--- src/rtl/fetch_ctrl.sv ---
// fetch_ctrl -- instruction fetch sequencer (IDLE -> FETCH -> UPDATE).
//
// Handles one instruction at a time. In FETCH it holds a read request at the
// current PC until the memory acknowledges, and captures the returned word into
// IR. In UPDATE it pulses the active-low PC load strobe with either PC+AddrInc
// or a pending branch target. All outputs are registered.
//
// Optional feature: define FETCH_TIMEOUT_EN to add a FETCH wait limit. When
// TimeoutCycles FETCH cycles pass without MemAck, the sticky Fault flag is set
// and the block parks in IDLE until reset. Without the macro, Fault is tied to
// 0 and FETCH waits indefinitely.
//
// Ports:
//   clk_i          clock, all state changes on the rising edge
//   rst_ni         asynchronous active-low reset
//   start_i        request continuous fetching while high
//   stall_i        blocks the start of a new fetch while high
//   branch_i       redirect the PC to branch_addr_i
//   branch_addr_i  redirect target
//   pc_i           current PC (PC register output)
//   pc_next_o      next PC (PC register input)
//   pcld_n_o       active-low PC register load strobe
//   mem_req_o      instruction memory read request
//   mem_addr_o     read address
//   mem_ack_i      read data valid
//   mem_data_i     read data
//   ir_o           instruction register
//   ir_valid_o     one-cycle pulse, ir_o holds a new instruction
//   busy_o         high while the state is not IDLE
//   fault_o        sticky fetch-timeout flag
module fetch_ctrl #(
   parameter int unsigned DataWidth     = 16,
   parameter int unsigned AddrInc       = 1,
   parameter int unsigned TimeoutCycles = 15
) (
   input  logic                 clk_i,
   input  logic                 rst_ni,
   input  logic                 start_i,
   input  logic                 stall_i,
   input  logic                 branch_i,
   input  logic [DataWidth-1:0] branch_addr_i,
   input  logic [DataWidth-1:0] pc_i,
   output logic [DataWidth-1:0] pc_next_o,
   output logic                 pcld_n_o,
   output logic                 mem_req_o,
   output logic [DataWidth-1:0] mem_addr_o,
   input  logic                 mem_ack_i,
   input  logic [DataWidth-1:0] mem_data_i,
   output logic [DataWidth-1:0] ir_o,
   output logic                 ir_valid_o,
   output logic                 busy_o,
   output logic                 fault_o
);

   typedef enum logic [1:0] {IDLE, FETCH, UPDATE} state_e;

   state_e               state_q, state_d;
   logic [DataWidth-1:0] pc_next_q, pc_next_d;
   logic                 pcld_n_q, pcld_n_d;
   logic                 mem_req_q, mem_req_d;
   logic [DataWidth-1:0] mem_addr_q, mem_addr_d;
   logic [DataWidth-1:0] ir_q, ir_d;
   logic                 ir_valid_q, ir_valid_d;
   logic                 busy_q, busy_d;
   logic                 br_pend_q, br_pend_d;
   logic [DataWidth-1:0] br_addr_q, br_addr_d;
   logic [DataWidth-1:0] fetch_addr;
   logic                 fault_blk;

`ifdef FETCH_TIMEOUT_EN
   localparam int unsigned     TmoW    = (TimeoutCycles > 1) ? $clog2(TimeoutCycles) : 1;
   localparam logic [TmoW-1:0] TmoLast = TmoW'(TimeoutCycles - 1);

   logic [TmoW-1:0] tmo_cnt_q, tmo_cnt_d;
   logic            fault_q, fault_d;

   assign fault_blk = fault_q;
   assign fault_o   = fault_q;
`else
   assign fault_blk = 1'b0;
   assign fault_o   = 1'b0;
`endif

   // A PC load issued in the current cycle has not reached pc_i yet, so a fetch
   // starting now must use the value being loaded instead of the stale PC.
   assign fetch_addr = pcld_n_q ? pc_i : pc_next_q;

   always_comb begin
      state_d    = state_q;
      pc_next_d  = pc_next_q;
      pcld_n_d   = 1'b1;
      mem_req_d  = mem_req_q;
      mem_addr_d = mem_addr_q;
      ir_d       = ir_q;
      ir_valid_d = 1'b0;
      br_pend_d  = br_pend_q;
      br_addr_d  = br_addr_q;
`ifdef FETCH_TIMEOUT_EN
      tmo_cnt_d  = tmo_cnt_q;
      fault_d    = fault_q;
`endif

      unique case (state_q)
         IDLE: begin
            if (branch_i) begin
               pc_next_d = branch_addr_i;
               pcld_n_d  = 1'b0;
            end else if (start_i && !stall_i && !fault_blk) begin
               state_d    = FETCH;
               mem_req_d  = 1'b1;
               mem_addr_d = fetch_addr;
            end
         end

         FETCH: begin
            // Latest branch seen during the fetch wins.
            if (branch_i) begin
               br_pend_d = 1'b1;
               br_addr_d = branch_addr_i;
            end
            if (mem_ack_i) begin
               state_d   = UPDATE;
               ir_d      = mem_data_i;
               mem_req_d = 1'b0;
               pcld_n_d  = 1'b0;
               br_pend_d = 1'b0;
               // A branch pending or arriving with the ack squashes the instruction.
               if (branch_i) begin
                  pc_next_d = branch_addr_i;
               end else if (br_pend_q) begin
                  pc_next_d = br_addr_q;
               end else begin
                  pc_next_d  = pc_i + DataWidth'(AddrInc);
                  ir_valid_d = 1'b1;
               end
`ifdef FETCH_TIMEOUT_EN
               tmo_cnt_d = '0;
            end else if (tmo_cnt_q == TmoLast) begin
               state_d   = IDLE;
               mem_req_d = 1'b0;
               br_pend_d = 1'b0;
               fault_d   = 1'b1;
               tmo_cnt_d = '0;
            end else begin
               tmo_cnt_d = tmo_cnt_q + 1'b1;
`endif
            end
         end

         UPDATE: begin
            // A late redirect reloads the PC and parks in IDLE, as Branch does there.
            if (branch_i) begin
               state_d   = IDLE;
               pc_next_d = branch_addr_i;
               pcld_n_d  = 1'b0;
            end else if (start_i && !stall_i) begin
               state_d    = FETCH;
               mem_req_d  = 1'b1;
               mem_addr_d = fetch_addr;
            end else begin
               state_d = IDLE;
            end
         end

         default: begin
            state_d   = IDLE;
            mem_req_d = 1'b0;
         end
      endcase

      busy_d = (state_d != IDLE);
   end

   always_ff @(posedge clk_i or negedge rst_ni) begin
      if (!rst_ni) begin
         state_q    <= IDLE;
         pc_next_q  <= '0;
         pcld_n_q   <= 1'b1;
         mem_req_q  <= 1'b0;
         mem_addr_q <= '0;
         ir_q       <= '0;
         ir_valid_q <= 1'b0;
         busy_q     <= 1'b0;
         br_pend_q  <= 1'b0;
         br_addr_q  <= '0;
`ifdef FETCH_TIMEOUT_EN
         tmo_cnt_q  <= '0;
         fault_q    <= 1'b0;
`endif
      end else begin
         state_q    <= state_d;
         pc_next_q  <= pc_next_d;
         pcld_n_q   <= pcld_n_d;
         mem_req_q  <= mem_req_d;
         mem_addr_q <= mem_addr_d;
         ir_q       <= ir_d;
         ir_valid_q <= ir_valid_d;
         busy_q     <= busy_d;
         br_pend_q  <= br_pend_d;
         br_addr_q  <= br_addr_d;
`ifdef FETCH_TIMEOUT_EN
         tmo_cnt_q  <= tmo_cnt_d;
         fault_q    <= fault_d;
`endif
      end
   end

   assign pc_next_o  = pc_next_q;
   assign pcld_n_o   = pcld_n_q;
   assign mem_req_o  = mem_req_q;
   assign mem_addr_o = mem_addr_q;
   assign ir_o       = ir_q;
   assign ir_valid_o = ir_valid_q;
   assign busy_o     = busy_q;

endmodule
--- config.mk ---
export PLATFORM = sky130hd
export DESIGN_NAME = fetch_ctrl
export DESIGN_NICKNAME = d
export VERILOG_FILES = /design/src/rtl/fetch_ctrl.sv
export SDC_FILE = /design/constraint.sdc
export NUM_CORES = 1
export LEC_CHECK = 0
export ABC_AREA = 1
export CAP_MARGIN = 20
export CORE_ASPECT_RATIO = 0.5
export CORE_UTILIZATION = 45
export DETAILED_ROUTE_END_ITERATION = 8
export MAX_ROUTING_LAYER = met4
export PLACE_DENSITY = 0.84
export SETUP_SLACK_MARGIN = 0.02
export SKIP_LAST_GASP = 1
export SYNTH_ARGS = -nofsm -noshare
export SYNTH_HDL_FRONTEND = slang
export SYNTH_SLANG_ARGS = --single-unit
--- constraint.sdc ---
create_clock -name clk_i -period 2.84 [get_ports clk_i]
set_clock_uncertainty 0.1 [all_clocks]
set_input_delay 0.852 -clock clk_i [delete_from_list [all_inputs] [get_ports clk_i]]
set_output_delay 0.852 -clock clk_i [all_outputs]
set_load 0.01 [all_outputs]
==> metrics <==
Min-Delay Path Class=reg -> reg; critical path peak fanout=9; proportion of layout cells with a drive suffix above 1=0.07965; clock latency on the worst-skew pair=0.34 ns; CTS tree=done; Final Power=0.003580 W; cts hold-fix bufs=0; sequential cell area fraction in the yosys report=0.5044; Seq cells post-synth=71; reg2reg setup slack=0.96 ns; Die Wd=127.2 um; port buffer count=105; worst-path cell chain=clkdlybuf4s50_1 > ha_1 > nand3_2 > nor2_4 > xor2_1 > o21ai_0 > nand3_1 > nand2_1; Worst Path Required=2.96 ns; synth warn=0; EDFF count, synth=0; first-pass GRT wire length=15370 um; hpwl dp=6770 um; Mapped Nets=511; mean routed wirelength per cell=13.83 um; RSZ-0062 raised after global routing=false; initial core utilization=0.4725; CP peak stage delay=0.55 ns; # diodes=0; gpl congestion=0.8989; DIE AREA=8212 um2; Ports=107; P_sw=0.001072 W; syn_area_per_cell=7.729 um2; core footprint=7460 um2; reg2reg start=br_pend_q$_DFFE_PN0P_; Post-Syn Instances=456; critical path data arrival time=2.49 ns; Final setup viols=0; Vias=3318; initial antenna violation count=0; clock network power share=0.321; DR pass1 iterations=5; Layout area overhead=41.18%; post-synth top area cell=dfrtp_1; Num CTS Buffers=9; clock-pin slew on the worst setup and hold paths=0.05 ns; worst vdd ir=0.4787 mV; CP endpoint kind=flop; setup TNS=0 ns; Worst R2R Path Depth=5; ys async rst share=1.000; Unique masters post-synth=30; Max stage delay cell, worst path=clkdlybuf4s50_1; period utilisation layout=0.8343; max_slew headroom=0.5228; gr usage total=0.2551; CP Class=in -> reg; Final Hold Viols=0; Leak=2.387 nW; cell family with most CP delay=buffers and inverters; remaining antenna violation count=0; Main synth FF type=dfrtp_1; number of remaining DRC errors=0; Post CTS Setup Buffer Count=0; Routed WL=9306 um; Cell Area, Synth=3525 um2; H-tree levels=3; site row count=22; Final Critical Period=2.369 ns; sequential power share=0.396; WP depth=8; # resized after CTS=0; Iteration-0 DRC Markers=300; Least-Margin Pin Slew=0.7159 ns; top cell type's share of synthesized area=0.4970; vias per cell=4.930; Root Buffer=clkbuf_16; vias in the first global route=3166; Max Freq=0.4220 GHz; Pwr Density=719.5 nW/um2; count leader, synth=nand2_1; CP endpoint=pc_next_o[6]$_DFFE_PN0P_; Switching Share=0.2993; Layout Nets=615; hold_sp=mem_addr_o[3]$_DFFE_PN0P_; global route total overflow=0; Sink Count=71; max cap viols=0; Slew Viols, Final=0; startpoint type of the worst setup path=input port; Max Root-Sink Buffers=2; CP bufs+invs=1; Cell Int Power=0.002508 W; synth cell count leaders=nand2_1, dfrtp_1, nor2_1, o21ai_0, inv_1; status=completed; Worst Setup SP=pc_i[1]; largest net degree at the start of global routing=34; Logic pwr share=0.282; chip height=64.58 um; main area contributors after synthesis=dfrtp_1, nand2_1, o21ai_0, nor2_1, inv_1; Reg-to-Reg End=pc_next_o[4]$_DFFE_PN0P_
[layer usage]
layer	track usage	wire [um]
met5	-	0
met4	0.07887	89
met3	0.05698	613
met2	0.3723	4030
met1	0.3552	4573
[area by class of cell]
type | instances | area, um2
multi-input combinational | 323 | 1478
clock inverter | 5 | 56.30
timing repair buffer | 113 | 1119
sequential | 71 | 1778
fill | 639 | 2484
inverter | 42 | 157.7
tap | 108 | 135.1
clock buffer | 11 | 252.7
[power groups by stage]
stage                     clock, W  combinational (W)  sequential (W)
after floorplan                  0           0.000384         0.00148
after global placement           0           0.000982         0.00142
after detailed placement         0            0.00101         0.00143
after CTS                  0.00117            0.00101         0.00142
after global routing       0.00121            0.00112         0.00145
final                      0.00115            0.00101         0.00142
[registers in the layout (all words and copies together) (netlist names)]
signal	count
br_addr_q	16
ir_o	16
mem_addr_o	16
pc_next_o	16
state_q	2
br_pend_q	1
busy_o	1
ir_valid_o	1
mem_req_o	1
pcld_n_o	1
[logic make-up (layout without fill, tap and decap cells)]
logic type / count (synthesis) / count (layout) / share of synthesized area
xor gates and xnor gates: 2 / 2 / 0.004971
DFF: 71 / 71 / 0.5044
adders and majority gates: 1 / 1 / 0.003549
and+or+nand+nor: 231 / 231 / 0.2762
other: 1 / 1 / 0.001064
muxes: 3 / 3 / 0.009584
AOI/OAI and AO/OA: 85 / 85 / 0.1239
buffers and inverters: 62 / 171 / 0.07632
[worst register-to-register path, stage by stage, from the launching register on]
cell,delay [ns]
dfrtp_1,0.62
inv_1,0.44
nor2_1,0.20
nor2_1,0.06
a22oi_1,0.24
o21ai_0,0.11
[worst min path at each step]
stage	to	depth (start not counted)
6_report	mem_addr_o[3]$_DFFE_PN0P_	2
3_5_place_dp	ir_o[3]$_DFFE_PN0P_	2
2_1_floorplan	br_addr_q[10]$_DFFE_PN0P_	2
5_1_grt	ir_o[15]$_DFFE_PN0P_	2
3_3_place_gp	mem_addr_o[2]$_DFFE_PN0P_	2
4_1_cts	mem_addr_o[2]$_DFFE_PN0P_	2
[layout by cell type, fill, tap and decap left out, types with 3 or more instances in the layout]
cell / instances
nand2_1: 143
clkdlybuf4s50_1: 104
dfrtp_1: 70
o21ai_0: 53
nor2_1: 53
inv_1: 38
a21oi_1: 22
nand3_1: 18
clkbuf_16: 9
buf_4: 7
inv_2: 4
o21ai_1: 4
nand4_1: 4
mux2_2: 3
a31oi_1: 3
[stage by stage]
step	std cells	hold WS, ns	setup slack [ns]	utilization	instance area, um2
2_1_floorplan	456	0.3537	0.9546	-	3525
3_3_place_gp	657	0.3571	0.1928	0.6256	4667
3_5_place_dp	657	0.3680	0.1705	0.6256	4667
4_1_cts	673	0.3831	0.4606	0.6671	4976
5_1_grt	673	0.4005	0.3555	0.6671	4976
6_report	673	0.3805	0.4706	0.6671	4976
Power figures use the tool's default switching activity.
==> variant 1: new RTL, same settings <==
Encoding of `state_e`: now one-hot (3 bits for 3 states).
--- a/src/rtl/fetch_ctrl.sv
+++ b/src/rtl/fetch_ctrl.sv
@@ -54,3 +54,3 @@
 
-   typedef enum logic [1:0] {IDLE, FETCH, UPDATE} state_e;
+   typedef enum logic [2:0] {IDLE = 3'b001, FETCH = 3'b010, UPDATE = 3'b100} state_e;
 
Function: no difference found for any inputs over 4 cycles, from zero or initial values and one cycle with rst_ni low; so few cycles prove little.
==> variant 1 against the original RTL <==
Register-to-register slack improved by 0.08 ns. Routed wire length grew 4.3%. Sequential cell count is 1 higher. Final area up 3.7%. Area after synthesis increased by 5.1%. Worst setup slack better by 0.019 ns. Die area up 5.0%. Critical path type is now reg2out.
Power is not compared: it rests on default switching activity, and its combinational part moved more than twofold at a synthesized area within 25%.
==> variant 1: results (changes against the original RTL) <==
Yosys
  • Share of synthesized registers carrying an async set or reset: 100.0% (unchanged)
  • Synthesis Warnings: 0 (unchanged)
  • Dominant synthesized flop cell: sky130_fd_sc_hd__dfrtp_1
  • Post-Synthesis Net Count: 548 (+7.2%)
  • Synth top cells by count: 150 x sky130_fd_sc_hd__nand2_1, 76 x sky130_fd_sc_hd__nor2_1, 70 x sky130_fd_sc_hd__dfrtp_1
  • Cell types with the largest area share after synthesis: sky130_fd_sc_hd__dfrtp_1 47%, sky130_fd_sc_hd__nand2_1 15%, sky130_fd_sc_hd__nor2_1 7.7%, sky130_fd_sc_hd__inv_1 5.0%, sky130_fd_sc_hd__o21ai_0 4.7%
  • Proportion of synthesized chip area in sequential cells: 48.72% (-1.7 points)
  • Post-Synthesis Cells: 493 (+8.1%)
  • Post-synthesis cell type count: 29 (-3.3%)

Placement
  • Setup Slack @ Placement: 0.2392 ns (+0.06867 ns)
  • Detail Placement HPWL: 6797 um (+0.40%)
  • Final weighted congestion in routability-driven placement: 0.9340 (+3.9%)
  • Placed Cells incl. Taps: 692 (+5.3%)
  • Number of port buffers: 105 (unchanged)

CTS
  • Clock transition time at the flip-flop clock pins of the worst setup and hold paths: 0.06 ns
  • Deepest clock path buffer count: 2 (unchanged)
  • Number of buffers created by CTS: 9 (unchanged)
  • Resize count post-CTS: 0 (unchanged)
  • Post-CTS Setup Repair Bufs: 0 (unchanged)
  • Level count of the clock H-tree: 3 (unchanged)
  • Root buf cell: sky130_fd_sc_hd__clkbuf_16
  • Clock insertion delay at the later pin of the skew report: 0.33 ns

GRT
  • Largest net degree at the start of global routing: 52 (+53%)
  • Number of global-route vias before repair: 3347 (+5.7%)
  • Global-route wire length before repair: 16040 um (+4.4%)
  • Overall routing resource usage: 25.49% (about the same)
  • Number of antenna violations at the first check in global routing: 0 (unchanged)

Route
  • Total routed wirelength: 9708 um (+4.3%)
  • Routed vias/inst: 5.052 (+2.5%)
  • Pre-antenna DRT Iters: 5 (unchanged)
  • Initial drt markers: 413 (+38%)

Worst setup path
  • Register-to-Register Setup Slack: 1.04 ns (+0.08 ns)
  • CP Data Arrival Time: 1.40 ns (-1.09 ns)
  • Family with the most delay on the worst path: buffers and inverters
  • Critical-path top delay cell: sky130_fd_sc_hd__clkdlybuf4s50_1
  • Cell count of the worst reg-to-reg path: 8 (+3)
  • Worst path max stage delay: 0.54 ns
  • Max FO, Critical Path: 2 (-7)

Power
  • NetSw: 1.911 mW
  • Standby leakage power: 2.482 nW
  • Peak supply drop: 0.0005757 V

Layout
  • Final standard cell count with taps included and fillers excluded: 708 (+5.2%)
  • Layout cell share with drive strength beyond 1: 7.667% (-0.30 points)
  • Number of diodes: 0 (unchanged)
  • Fillcell total: 635 (-0.63%)
  • NumNets Final: 650 (+5.7%)

Worst hold path
  • Worst min-delay path category: reg2reg
  • Number of instances on the worst hold path: 2 (unchanged)

Timing
  • Worst path setup slack after routing: 0.4894 ns (+0.01880 ns)

Status
  • Result of the run: finished, final reports clean
[variant 1: cell types whose count changed after synthesis, moves of 3 or more]
cell | unedited run | this run
sky130_fd_sc_hd__a21boi_1 | 0 | 7
sky130_fd_sc_hd__a21oi_1 | 22 | 28
sky130_fd_sc_hd__a31oi_1 | 3 | 0
sky130_fd_sc_hd__inv_1 | 38 | 49
sky130_fd_sc_hd__mux2_2 | 3 | 0
sky130_fd_sc_hd__nand2_1 | 143 | 150
sky130_fd_sc_hd__nand2_2 | 1 | 4
sky130_fd_sc_hd__nor2_1 | 53 | 76
sky130_fd_sc_hd__o21ai_0 | 53 | 35
[variant 1: power by group through the flow]
stage          Combinational [mW]  Clock (mW)  Sequential, mW
3_3_place_gp                 2.17           0            1.83
6_report                     2.25        1.23            1.83
3_5_place_dp                 2.22           0            1.84
2_1_floorplan                1.05           0            1.94
4_1_cts                      2.24        1.24            1.83
5_1_grt                      2.48        1.30            1.89
[variant 1: cell families (layout without fill, tap and decap cells)]
group | count (synthesis) | count (layout) | synth area share [%]
xor gates and xnor gates | 5 | 5 | 1.182
AOI/OAI and AO/OA | 77 | 77 | 11.42
adders and majority gates | 1 | 1 | 0.3378
muxes | 2 | 2 | 0.5406
and+or+nand+nor | 261 | 261 | 29.22
buffers and inverters | 74 | 181 | 8.480
other | 1 | 1 | 0.1013
DFF | 72 | 72 | 48.72
[variant 1: metal layers]
metal	routed length, um	vias up	part of all wire [%]	global-route usage (%)
met2	4306	182	44	38.76
met5	0	-	0	-
met1	4353	1639	45	34.51
met4	117	0	1.2	7.703
li1	-	1743	-	-
met3	931	13	9.6	5.178
[variant 1: area by class of cell]
| cell class | instances | area share (%) |
|---|---|---|
| Clock inverter | 6 | 1.795 |
| Multi-Input combinational cell | 347 | 30.73 |
| Tap cell | 108 | 2.619 |
| Inverter | 55 | 4.002 |
| Sequential cell | 72 | 34.97 |
| Timing Repair Buffer | 110 | 21.25 |
| Clock buffer | 10 | 4.633 |
[variant 1: final timing paths]
kind / from / to
setup / recovery: pcld_n_o / pcld_n_o
hold / removal: ir_o[12] / ir_o[12]
setup reg to reg: state_q[0] / pc_next_o[0]
hold reg to reg: ir_o[12] / ir_o[12]
max in group asynchronous: rst_ni / pcld_n_o
min in group asynchronous: rst_ni / ir_o[7]
[variant 1: stage by stage]
stage               area [um^2]  hold slack [ns]  util (%)
finish                     5159           0.3716     67.41
detailed placement         4827           0.3576     63.08
floorplan                  3704           0.3533         -
CTS                        5159           0.3724     67.41
global route               5159           0.3911     67.41
global placement           4827           0.3530     63.08
==> variant 2: new RTL, config.mk and constraints unchanged <==
Without the edit above. Add a define of `FETCH_TIMEOUT_EN`.
--- a/src/rtl/fetch_ctrl.sv
+++ b/src/rtl/fetch_ctrl.sv
@@ -30,2 +30,4 @@
 //   fault_o        sticky fetch-timeout flag
+`define FETCH_TIMEOUT_EN
+
 module fetch_ctrl #(
Check against the original RTL: same outputs for any inputs over 4 cycles, from zero or initial values and one cycle with rst_ni low; that may be too few to reach the edited logic, so the function may still have changed.
==> variant 2 against the original RTL <==
Worst setup slack lost 0.059 ns. Final area increased by 7.6%. Area after synthesis rose by 9.2%. Routed wire length rose by 6.2%. Non-clock buffer count rose by 1. Synthesized cell count rose by 8.6%. Sequential cell count grew 5. Fmax down 2.4%. First-iteration DRC count decreased by 12%.
Power is not compared: it rests on default switching activity, and its combinational part moved more than twofold at a synthesized area within 25%.
==> variant 2: results (changes against the original RTL) <==
Yosys
  • Post-Synthesis Net Count: 552 (+8.0%)
  • Proportion of synthesized chip area in sequential cells: 49.43% (-1.0 points)
  • Adder-Cell Fraction of Synth Area: 0.9750% (+0.62 points)
  • Synth top cells by count: 166 x sky130_fd_sc_hd__nand2_1, 75 x sky130_fd_sc_hd__dfrtp_1, 51 x sky130_fd_sc_hd__nor2_1, 51 x sky130_fd_sc_hd__o21ai_0, 43 x sky130_fd_sc_hd__inv_1
  • Number of storage elements in the synthesis netlist: 76 (+7.0%)
  • Post-synthesis cell type count: 31 (+3.3%)
  • Fraction of the mapped netlist area in compound gates: 13.36% (+0.97 points)
  • Per-instance average area after synthesis: 7.778 um^2 (+0.62%)

Route
  • Pre-antenna DRT Iters: 6 (+1)
  • Routed vias: 3592 (+8.3%)
  • WL met2: 4391 um (+9.0%)
  • Routed WL per cell: 13.78 um (-0.35%)

Layout
  • Proportion of cell area occupied by multi-input gates: 30.53% (+0.83 points)
  • Non-CTS buffers: 114 (+0.88%)
  • Final-layout non-clock buffer area share: 21.49% (-0.99 points)
  • Area fraction of clock buffers and clock inverters: 6.307% (+0.096 points)
  • NumNets Final: 658 (+7.0%)
  • Number of clock buffers in the layout: 9 (-2)

Power
  • Total Power Consumption: 2.763 mW

GRT
  • Global-route wire length before repair: 16480 um (+7.3%)
  • Global Route met3 Usage: 8.033% (+2.3 points)
  • Overall routing resource usage: 24.83% (-0.68 points)
  • Number of global-route vias before repair: 3396 (+7.3%)
  • Met1 usage: 32.11% (-3.4 points)

Placement
  • Cell Area, Placed: 0.005004 mm^2 (+7.2%)
  • Final weighted congestion in routability-driven placement: 0.8796 (-2.1%)

Status
  • Result of the run: finished, final reports clean

Timing
  • Slew Limit Headroom: 50.04% (-2.2 points)
## variant 2: changes by cell type in the layout (fill, tap and decap cells not counted), sizes merged, moves of 3 or more
cell / before / now
a21oi: 22 / 13
dfrtp: 70 / 75
inv: 42 / 50
mux2: 3 / 0
nand2: 146 / 171
nand3: 20 / 25
nor2: 57 / 54
o21ai: 57 / 65
## variant 2: path summary, 6_finish.rpt
path	startpoint	endpoint	slack [ns]	depth (start not counted)
setup / recovery	pc_i[0]	pc_next_o[10]	0.41	9
hold / removal	br_addr_q[2]	br_addr_q[2]	0.37	2
setup reg to reg	br_pend_q	pc_next_o[4]	0.85	4
hold reg to reg	br_addr_q[2]	br_addr_q[2]	0.37	2
max in group asynchronous	rst_ni	br_addr_q[12]	1.69	2
min in group asynchronous	rst_ni	mem_req_o	0.40	1
## variant 2: worst min-delay path, cell delays in order (launching register included)
cell	delay (ns)
sky130_fd_sc_hd__dfrtp_1	0.34
sky130_fd_sc_hd__nand2_1	0.05
sky130_fd_sc_hd__nand2_1	0.04
